==> src/rtl/tf_step_mon_pkg.sv <==
// Shared types and width helpers for the tf_step_monitor step-response block.
//
// Contents:
//   state_e    - run-control states (idle, driving the step, results held)
//   err_width  - width of the signed error / magnitude datapath (one bit wider
//                than the sample word so v_out - target can never overflow)
//   cnt_width  - width needed to hold a cycle count in the range 0..TIMEOUT
package tf_step_mon_pkg;

    typedef enum logic [1:0] {
        StIdle  = 2'd0,
        StDrive = 2'd1,
        StDone  = 2'd2
    } state_e;

    function automatic int unsigned err_width(input int unsigned width);
        return width + 1;
    endfunction

    function automatic int unsigned cnt_width(input int unsigned timeout);
        return $clog2(timeout + 1);
    endfunction

endpackage

==> src/rtl/tf_settle_detect.sv <==
// Per-channel settle detector for tf_step_monitor.
//
// Compares one filter output against its target every DRIVE cycle, counts
// consecutive in-band samples and latches pass / settle time once HOLD samples
// in a row are in band. Channels still unsettled when the run finishes report
// settle_cycles = TIMEOUT.
//
// Optional feature (macro TF_STEP_MON_OVERSHOOT_EN): peak_err records the signed
// error of largest magnitude seen during DRIVE (first occurrence wins on ties).
//
// Ports:
//   clk, rst       - clock, synchronous active-high reset
//   clear          - run start accepted: clear results and counters
//   active         - monitor is in DRIVE this cycle
//   finish         - the run ends after this cycle
//   t              - DRIVE cycle index
//   v_out, target  - signed filter output and latched target
//   tol            - latched unsigned band half-width
//   pass_now       - passed, including a latch happening this cycle
//   pass           - registered settled flag
//   settle_cycles  - registered settle time
//   peak_err       - (optional) signed peak error
module tf_settle_detect
    import tf_step_mon_pkg::*;
#(
    parameter int unsigned WIDTH   = 18,
    parameter int unsigned HOLD    = 8,
    parameter int unsigned TIMEOUT = 1024,
    parameter int unsigned CW      = cnt_width(TIMEOUT)
) (
    input  logic                    clk,
    input  logic                    rst,
    input  logic                    clear,
    input  logic                    active,
    input  logic                    finish,
    input  logic [CW-1:0]           t,
    input  logic signed [WIDTH-1:0] v_out,
    input  logic signed [WIDTH-1:0] target,
    input  logic [WIDTH-1:0]        tol,
    output logic                    pass_now,
    output logic                    pass,
    output logic [CW-1:0]           settle_cycles
`ifdef TF_STEP_MON_OVERSHOOT_EN
    ,
    output logic signed [WIDTH:0]   peak_err
`endif
);

    localparam int unsigned EW = err_width(WIDTH);
    // Run counter only has to reach HOLD-1; the HOLD-th sample is the latch itself.
    localparam int unsigned HW = (HOLD > 1) ? $clog2(HOLD) : 1;

    logic signed [EW-1:0] err;
    logic [EW-1:0]        err_mag;
    logic                 in_band;
    logic                 hit;
    logic [HW-1:0]        run_cnt;

    always_comb begin
        err      = $signed({v_out[WIDTH-1], v_out}) - $signed({target[WIDTH-1], target});
        err_mag  = err[EW-1] ? $unsigned(-err) : $unsigned(err);
        in_band  = (err_mag <= {1'b0, tol});
        hit      = active && !pass && in_band && (run_cnt == HW'(HOLD - 1));
        pass_now = pass | hit;
    end

`ifdef TF_STEP_MON_OVERSHOOT_EN
    logic [EW-1:0] peak_mag;

    always_comb begin
        peak_mag = peak_err[EW-1] ? $unsigned(-peak_err) : $unsigned(peak_err);
    end

    always_ff @(posedge clk) begin
        if (rst || clear) begin
            peak_err <= '0;
        end else if (active && (err_mag > peak_mag)) begin
            // Strict compare keeps the first occurrence on a magnitude tie.
            peak_err <= err;
        end
    end
`endif

    always_ff @(posedge clk) begin
        if (rst || clear) begin
            run_cnt       <= '0;
            pass          <= 1'b0;
            settle_cycles <= '0;
        end else if (active && !pass) begin
            if (hit) begin
                pass          <= 1'b1;
                // Index of the first sample of the qualifying run.
                settle_cycles <= t - CW'(HOLD - 1);
            end else begin
                run_cnt <= in_band ? run_cnt + HW'(1) : '0;
                if (finish) begin
                    settle_cycles <= CW'(TIMEOUT);
                end
            end
        end
    end

endmodule

==> src/rtl/tf_step_monitor.sv <==
// Step-response monitor for msdsl filter models.
//
// On start it drives a latched step amplitude onto every filter input, then
// watches each filter output until it stays within +/-tol of its target for
// HOLD consecutive cycles, or until TIMEOUT DRIVE cycles have elapsed. Results
// (pass, settle_cycles) appear together with a one-cycle done pulse and are
// held until the next start or rst.
//
// Optional feature (macro TF_STEP_MON_OVERSHOOT_EN): adds peak_err, the signed
// error of largest magnitude per channel during DRIVE.
//
// Ports:
//   clk, rst        - clock, synchronous active-high reset
//   start           - begin a run (accepted in IDLE or DONE only)
//   amplitude       - signed step value for all channels
//   target          - N_CH signed targets, ch0 in LSBs
//   tol             - unsigned band half-width
//   v_out           - N_CH signed filter outputs
//   v_in            - N_CH signed filter inputs
//   busy            - high while driving the step
//   done            - one-cycle pulse at the end of a run
//   settle_cycles   - N_CH settle times, CW bits each
//   pass            - N_CH settled flags
//   peak_err        - (optional) N_CH signed peak errors, WIDTH+1 bits each
module tf_step_monitor
    import tf_step_mon_pkg::*;
#(
    parameter int unsigned WIDTH   = 18,
    parameter int unsigned N_CH    = 2,
    parameter int unsigned HOLD    = 8,
    parameter int unsigned TIMEOUT = 1024,
    parameter int unsigned CW      = cnt_width(TIMEOUT)
) (
    input  logic                      clk,
    input  logic                      rst,
    input  logic                      start,
    input  logic signed [WIDTH-1:0]   amplitude,
    input  logic [N_CH*WIDTH-1:0]     target,
    input  logic [WIDTH-1:0]          tol,
    input  logic [N_CH*WIDTH-1:0]     v_out,
    output logic [N_CH*WIDTH-1:0]     v_in,
    output logic                      busy,
    output logic                      done,
    output logic [N_CH*CW-1:0]        settle_cycles,
    output logic [N_CH-1:0]           pass
`ifdef TF_STEP_MON_OVERSHOOT_EN
    ,
    output logic [N_CH*(WIDTH+1)-1:0] peak_err
`endif
);

    state_e                 state;
    logic [CW-1:0]          t;
    logic [N_CH*WIDTH-1:0]  target_q;
    logic [WIDTH-1:0]       tol_q;

    logic                   start_ok;
    logic                   active;
    logic                   last_cycle;
    logic                   finish;
    logic [N_CH-1:0]        pass_now;

    always_comb begin
        start_ok   = start && ((state == StIdle) || (state == StDone));
        active     = (state == StDrive);
        last_cycle = (t == CW'(TIMEOUT - 1));
        // pass_now includes latches made this cycle, so the final pass exits at once.
        finish     = active && ((&pass_now) || last_cycle);
    end

    always_ff @(posedge clk) begin
        if (rst) begin
            state    <= StIdle;
            t        <= '0;
            target_q <= '0;
            tol_q    <= '0;
            v_in     <= '0;
            busy     <= 1'b0;
            done     <= 1'b0;
        end else begin
            done <= 1'b0;
            case (state)
                StIdle, StDone: begin
                    if (start) begin
                        state    <= StDrive;
                        t        <= '0;
                        target_q <= target;
                        tol_q    <= tol;
                        v_in     <= {N_CH{amplitude}};
                        busy     <= 1'b1;
                    end
                end
                StDrive: begin
                    if (finish) begin
                        state <= StDone;
                        busy  <= 1'b0;
                        done  <= 1'b1;
                        v_in  <= '0;
                    end else begin
                        t <= t + CW'(1);
                    end
                end
                default: begin
                    state <= StIdle;
                end
            endcase
        end
    end

    for (genvar ch = 0; ch < N_CH; ch++) begin : g_ch
        tf_settle_detect #(
            .WIDTH   (WIDTH),
            .HOLD    (HOLD),
            .TIMEOUT (TIMEOUT),
            .CW      (CW)
        ) u_detect (
            .clk           (clk),
            .rst           (rst),
            .clear         (start_ok),
            .active        (active),
            .finish        (finish),
            .t             (t),
            .v_out         (v_out[ch*WIDTH +: WIDTH]),
            .target        (target_q[ch*WIDTH +: WIDTH]),
            .tol           (tol_q),
            .pass_now      (pass_now[ch]),
            .pass          (pass[ch]),
            .settle_cycles (settle_cycles[ch*CW +: CW])
`ifdef TF_STEP_MON_OVERSHOOT_EN
            ,
            .peak_err      (peak_err[ch*(WIDTH+1) +: WIDTH+1])
`endif
        );
    end

endmodule

==> config.mk <==
export PLATFORM = sky130hd
export DESIGN_NAME = tf_step_monitor
export DESIGN_NICKNAME = d
export VERILOG_FILES = /design/src/rtl/tf_step_mon_pkg.sv /design/src/rtl/tf_settle_detect.sv /design/src/rtl/tf_step_monitor.sv
export SDC_FILE = /design/constraint.sdc
export NUM_CORES = 1
export LEC_CHECK = 0
export BUFFER_PORTS_ARGS = -buffer_cell sky130_fd_sc_hd__buf_4
export CORE_ASPECT_RATIO = 1.5
export CORE_MARGIN = 2
export CORE_UTILIZATION = 37
export DETAILED_ROUTE_END_ITERATION = 8
export SETUP_SLACK_MARGIN = 0.15
export SLEW_MARGIN = 20
export SYNTH_ARGS = -nofsm -noshare
export SYNTH_HDL_FRONTEND = slang
export SYNTH_SLANG_ARGS = --single-unit
==> constraint.sdc <==
create_clock -name clk -period 6.3 [get_ports clk]
set_input_delay 1.26 -clock clk [delete_from_list [all_inputs] [get_ports clk]]
set_output_delay 1.26 -clock clk [all_outputs]
set_load 0.1 [all_outputs]
==> run summary <==
The count of input and output buffers is 172, and the total negative slack is 0 ns. Entering global routing, the biggest net connects 66 pins. The post-detailed-route count of antenna-violating nets was 0; the final net count was 1,514.

The number of standard-cell rows in the floorplan was 68; the slew of the pin with the lowest slew margin was 0.729 ns. The total die area is 24,800 um^2. Broken down by cell family, the worst path's largest delay share belongs to compound AO/OA/AOI/OAI gates. The run finished with clean final reports. Counting cells, the worst reg-to-reg path comes to 24. The worst hold path terminates at target_q[29]. The synthesized design contains 117 register bits. The net count after synthesis was 1,327. Across every metal layer, demand over resource in global routing totals 20.4%.

In this run the critical register-to-register path is captured at g_ch[1].u_detect.settle_cycles[6]. The buffer and inverter count on the worst path is 8. The count of flip-flops with a built-in enable after synthesis was 0; the worst setup slack for register-to-register paths was 1.04 ns.

During I/O placement, the number of pins put on the boundary was 173. The number of filler instances in the final layout came out at 2,322. The critical path starts at v_out[18]. The share of total power dissipated in sequential elements is 28.2%.

The run gives 0.875 as the routability-driven placement congestion ratio. Synthesis handed over a netlist of 1,135 instances. In the layout the commonest cells are buf_4 (236), nand2_1 (170), dfxtp_1 (117), a21oi_1 (98), nor2_1 (88). The most frequent cell on the critical path was buf_4.

Dividing the synthesized area by the synthesized cell count gives 7.66 um^2. The largest buffer count on any clock path was 2. Critical path data required time: 6.67 ns.

The largest driver fanout on the critical path was 7; the half-perimeter wire length of the detailed placement result was 19,200 um. The tools report the element type at the critical path end as a flip-flop. The final setup violation count is 0, and the total wire length after detailed routing is 24,800 um. For the portion of the post-synthesis area used by sequential elements, the log shows 27.0%.

The global-route wire length before repair was 40,400 um; the maximum VDD drop was 209 uV. Derived from the worst setup path, the maximum achievable clock frequency is 0.171 GHz. For this block, the via count after detailed routing is 8,533.

The switching power share of the total came out at 37.0%. The tools report the worst hold margin as 0.453 ns. The tools report the logic gate share of total power as 37.0%.

TritonCTS built the clock tree. The master cell of the clock root buffer is clkbuf_16. The number of slew-limit violations in the final report is 0.

The run gives 4 as the CTS H-tree depth. For this design the total switching power over the nets is 0.00104 W. The setup skew after layout is 0.0156 ns. The most instantiated flip-flop cell in the synthesis netlist is dfxtp_1. The routed length per placed instance is 15.0 um. The most common cell after layout, fill and taps aside is buf_4.

For this run, design rule violations remaining after detail routing come to 0. For this run, the number of Yosys warnings is 0. Data on the critical path arrives at its endpoint at 6.21 ns. The number of antenna diodes in the final layout is 0. In this run the worst hold path is classified as reg -> reg.

Of the cells placed in the final design, the portion with a size suffix greater than 1 is 22.8%. Global routing finished with a remaining overflow of 0. In this design, the stage delay of the slowest critical-path cell is 0.57 ns. The number of instances on the worst hold path was 2. The worst setup path is launched from an input pin.

The share of the cycle needed by the critical path after routing came out at 92.7%. Clock-pin transition on the worst setup and hold timing paths: 0.06 ns. For this configuration, the core starts out at a cell density of 37.7%. The internal power of the cells totals 0.00177 W. Overall die height: 192 um. The tools report the non-filler instance count after layout as 1,650.

The run gives 0 as the number of hold-slack violations in the final timing report. Cell total after placement: 1,614. TritonCTS created 17 clock buffers. Dividing total power by cell area gives a power density of 251 nW/um^2. The source-to-sink clock delay at the later pin of the worst-skew pair came out at 0.44 ns.

Headroom to the max-slew limit came out at 51.4%. The worst hold path begins at target_q[29]. The worst setup path is of the in -> reg kind. Of all flip-flops after synthesis, the portion carrying an async set or reset was 0%. In this run the cell area of the synthesized design comes to 8690 um^2.

The number of distinct library cell variants in the gate-level netlist after synthesis is 75, and the core outline area is 23,100 um^2. Using the TritonRoute via totals, the vias-per-cell ratio works out to 5.17. The die width works out to 129 um. The initial detailed-routing violation count was 293; the part of the total power dissipated in the clock network was 34.7%. The leakage power of the design is 4.72 nW. Max-cap violations in this run came to 0. The post-synthesis to final-layout area growth was 29.0%; the initial antenna violation count was 0. The worst register-to-register path begins at target_q[18].

CTS saw 117 sinks. The number of hold-repair buffers added at the cts stage came out at 0. The first TritonRoute pass finished after 5 iterations. Setup repair after global routing left no endpoint under its margin. The slowest stage cell on the critical path was or4_1. The worst path in the final design needs a cycle of 5.84 ns, including I/O delays and setup. The run gives 8,524 as the number of global-route vias before repair.
-- cell type report --
| type | instances | area (um^2) | area share, % |
|---|---|---|---|
| multi-input cells | 877 | 5800 | 51.7 |
| repair buffers | 241 | 1830 | 16.4 |
| well taps | 315 | 394 | 3.52 |
| clock buffers | 17 | 425 | 3.80 |
| inverters | 68 | 255 | 2.28 |
| clock inverters | 15 | 161 | 1.44 |
| flip-flops and latches | 117 | 2340 | 20.9 |
-- Yosys cell counts (all sizes together), types with 8 or more instances --
| cell type | n | area [um^2] |
|---|---|---|
| a21o | 23 | 173 |
| dfxtp | 117 | 2340 |
| nand3 | 20 | 100 |
| a22o | 19 | 166 |
| o2bb2ai | 9 | 78.8 |
| or4 | 8 | 60.1 |
| mux2 | 8 | 90.1 |
| nor3 | 8 | 40.0 |
| o21a | 10 | 75.1 |
| xnor2 | 37 | 324 |
| buf | 30 | 205 |
| xor2 | 19 | 166 |
| and2 | 18 | 115 |
| nand2 | 170 | 638 |
| o22ai | 10 | 68.8 |
| nor2 | 89 | 334 |
| a211oi | 20 | 150 |
| ha | 79 | 988 |
| and3 | 13 | 81.3 |
| a21oi | 99 | 507 |
| or3 | 11 | 73.8 |
| o21ai | 46 | 241 |
| inv | 68 | 255 |
| nor2b | 15 | 93.8 |
| a31oi | 18 | 113 |
| clkbuf | 43 | 161 |
| nand2b | 19 | 119 |
| nand4 | 15 | 93.8 |
-- repair_timing --
action / in CTS / in global routing
buffers inserted: 0 / 2
resized for setup: 0 / 12
setup endpoints to repair: 0 / 59
-- stage by stage --
step           instance area (um^2)  power (W)  worst slack [ns]  utilization [%]
6_report                      11200    0.00282             0.462             48.6
3_5_place_dp                  10500    0.00184            -0.198             45.7
4_1_cts                       11100    0.00284             0.249             48.2
2_1_floorplan                  8690    0.00153             0.208                -
5_1_grt                       11200    0.00300             0.173             48.6
3_3_place_gp                  10500    0.00183           -0.0806             45.7
-- metal layers --
layer | track usage, % | wire (um) | part of all wire, % | vias up
met1 | 22.3 | 10200 | 41 | 3932
met2 | 38.5 | 13100 | 53 | 177
met4 | 7.32 | 452 | 1.8 | 0
met3 | 3.82 | 990 | 4.0 | 33
met5 | 0 | 0 | 0 | -
li1 | - | - | - | 4391
-- flip-flops by register name (all words and copies together), names as in the netlist --
signal,count
busy,1
done,1
g_ch.u_detect.pass,2
g_ch.u_detect.run_cnt,6
g_ch.u_detect.settle_cycles,22
state,2
t,11
target_q,36
tol_q,18
v_in,18
-- how the worst max path moves through the flow --
| stage | cells after the start | to | slack, ns |
|---|---|---|---|
| after detailed placement | 25 | v_in[18] | -0.20 |
| after CTS | 25 | v_in[18] | 0.25 |
| after floorplan | 23 | g_ch[1].u_detect.settle_cycles[8] | 0.21 |
| final | 26 | g_ch[1].u_detect.settle_cycles[6] | 0.46 |
| after global routing | 26 | v_in[27] | 0.17 |
| after global placement | 25 | v_in[24] | -0.08 |
-- worst reg2reg max path, delay by kind of cell, from the launching register on --
| family | cells | cell delay (ns) |
|---|---|---|
| DFF | 1 | 0.37 |
| adders and majority gates | 3 | 0.88 |
| and+or+nand+nor | 4 | 0.93 |
| AOI/OAI and AO/OA | 9 | 1.70 |
| muxes | 1 | 0.35 |
| xor gates and xnor gates | 1 | 0.12 |
| buffers and inverters | 6 | 0.85 |
-- logic make-up (layout without fill, tap and decap cells) --
kind of cell | count (synthesis) | count (layout) | synth area share [%]
fa+ha+maj | 81 | 81 | 11.8
xor+xnor | 56 | 56 | 5.64
simple gates | 413 | 413 | 22.5
flops | 117 | 117 | 27.0
compound gates | 316 | 316 | 24.6
mux | 11 | 11 | 1.38
buf+inv | 141 | 341 | 7.16
-- power groups by stage --
stage / Combinational [W] / Sequential [W] / Clock (W)
floorplan: 0.000669 / 0.000863 / 0
detailed placement: 0.00103 / 0.000811 / 0
CTS: 0.00104 / 0.000796 / 0.00101
finish: 0.00104 / 0.000795 / 0.000978
global route: 0.00116 / 0.000800 / 0.00104
global placement: 0.00102 / 0.000811 / 0
Power figures use the tool's default switching activity.
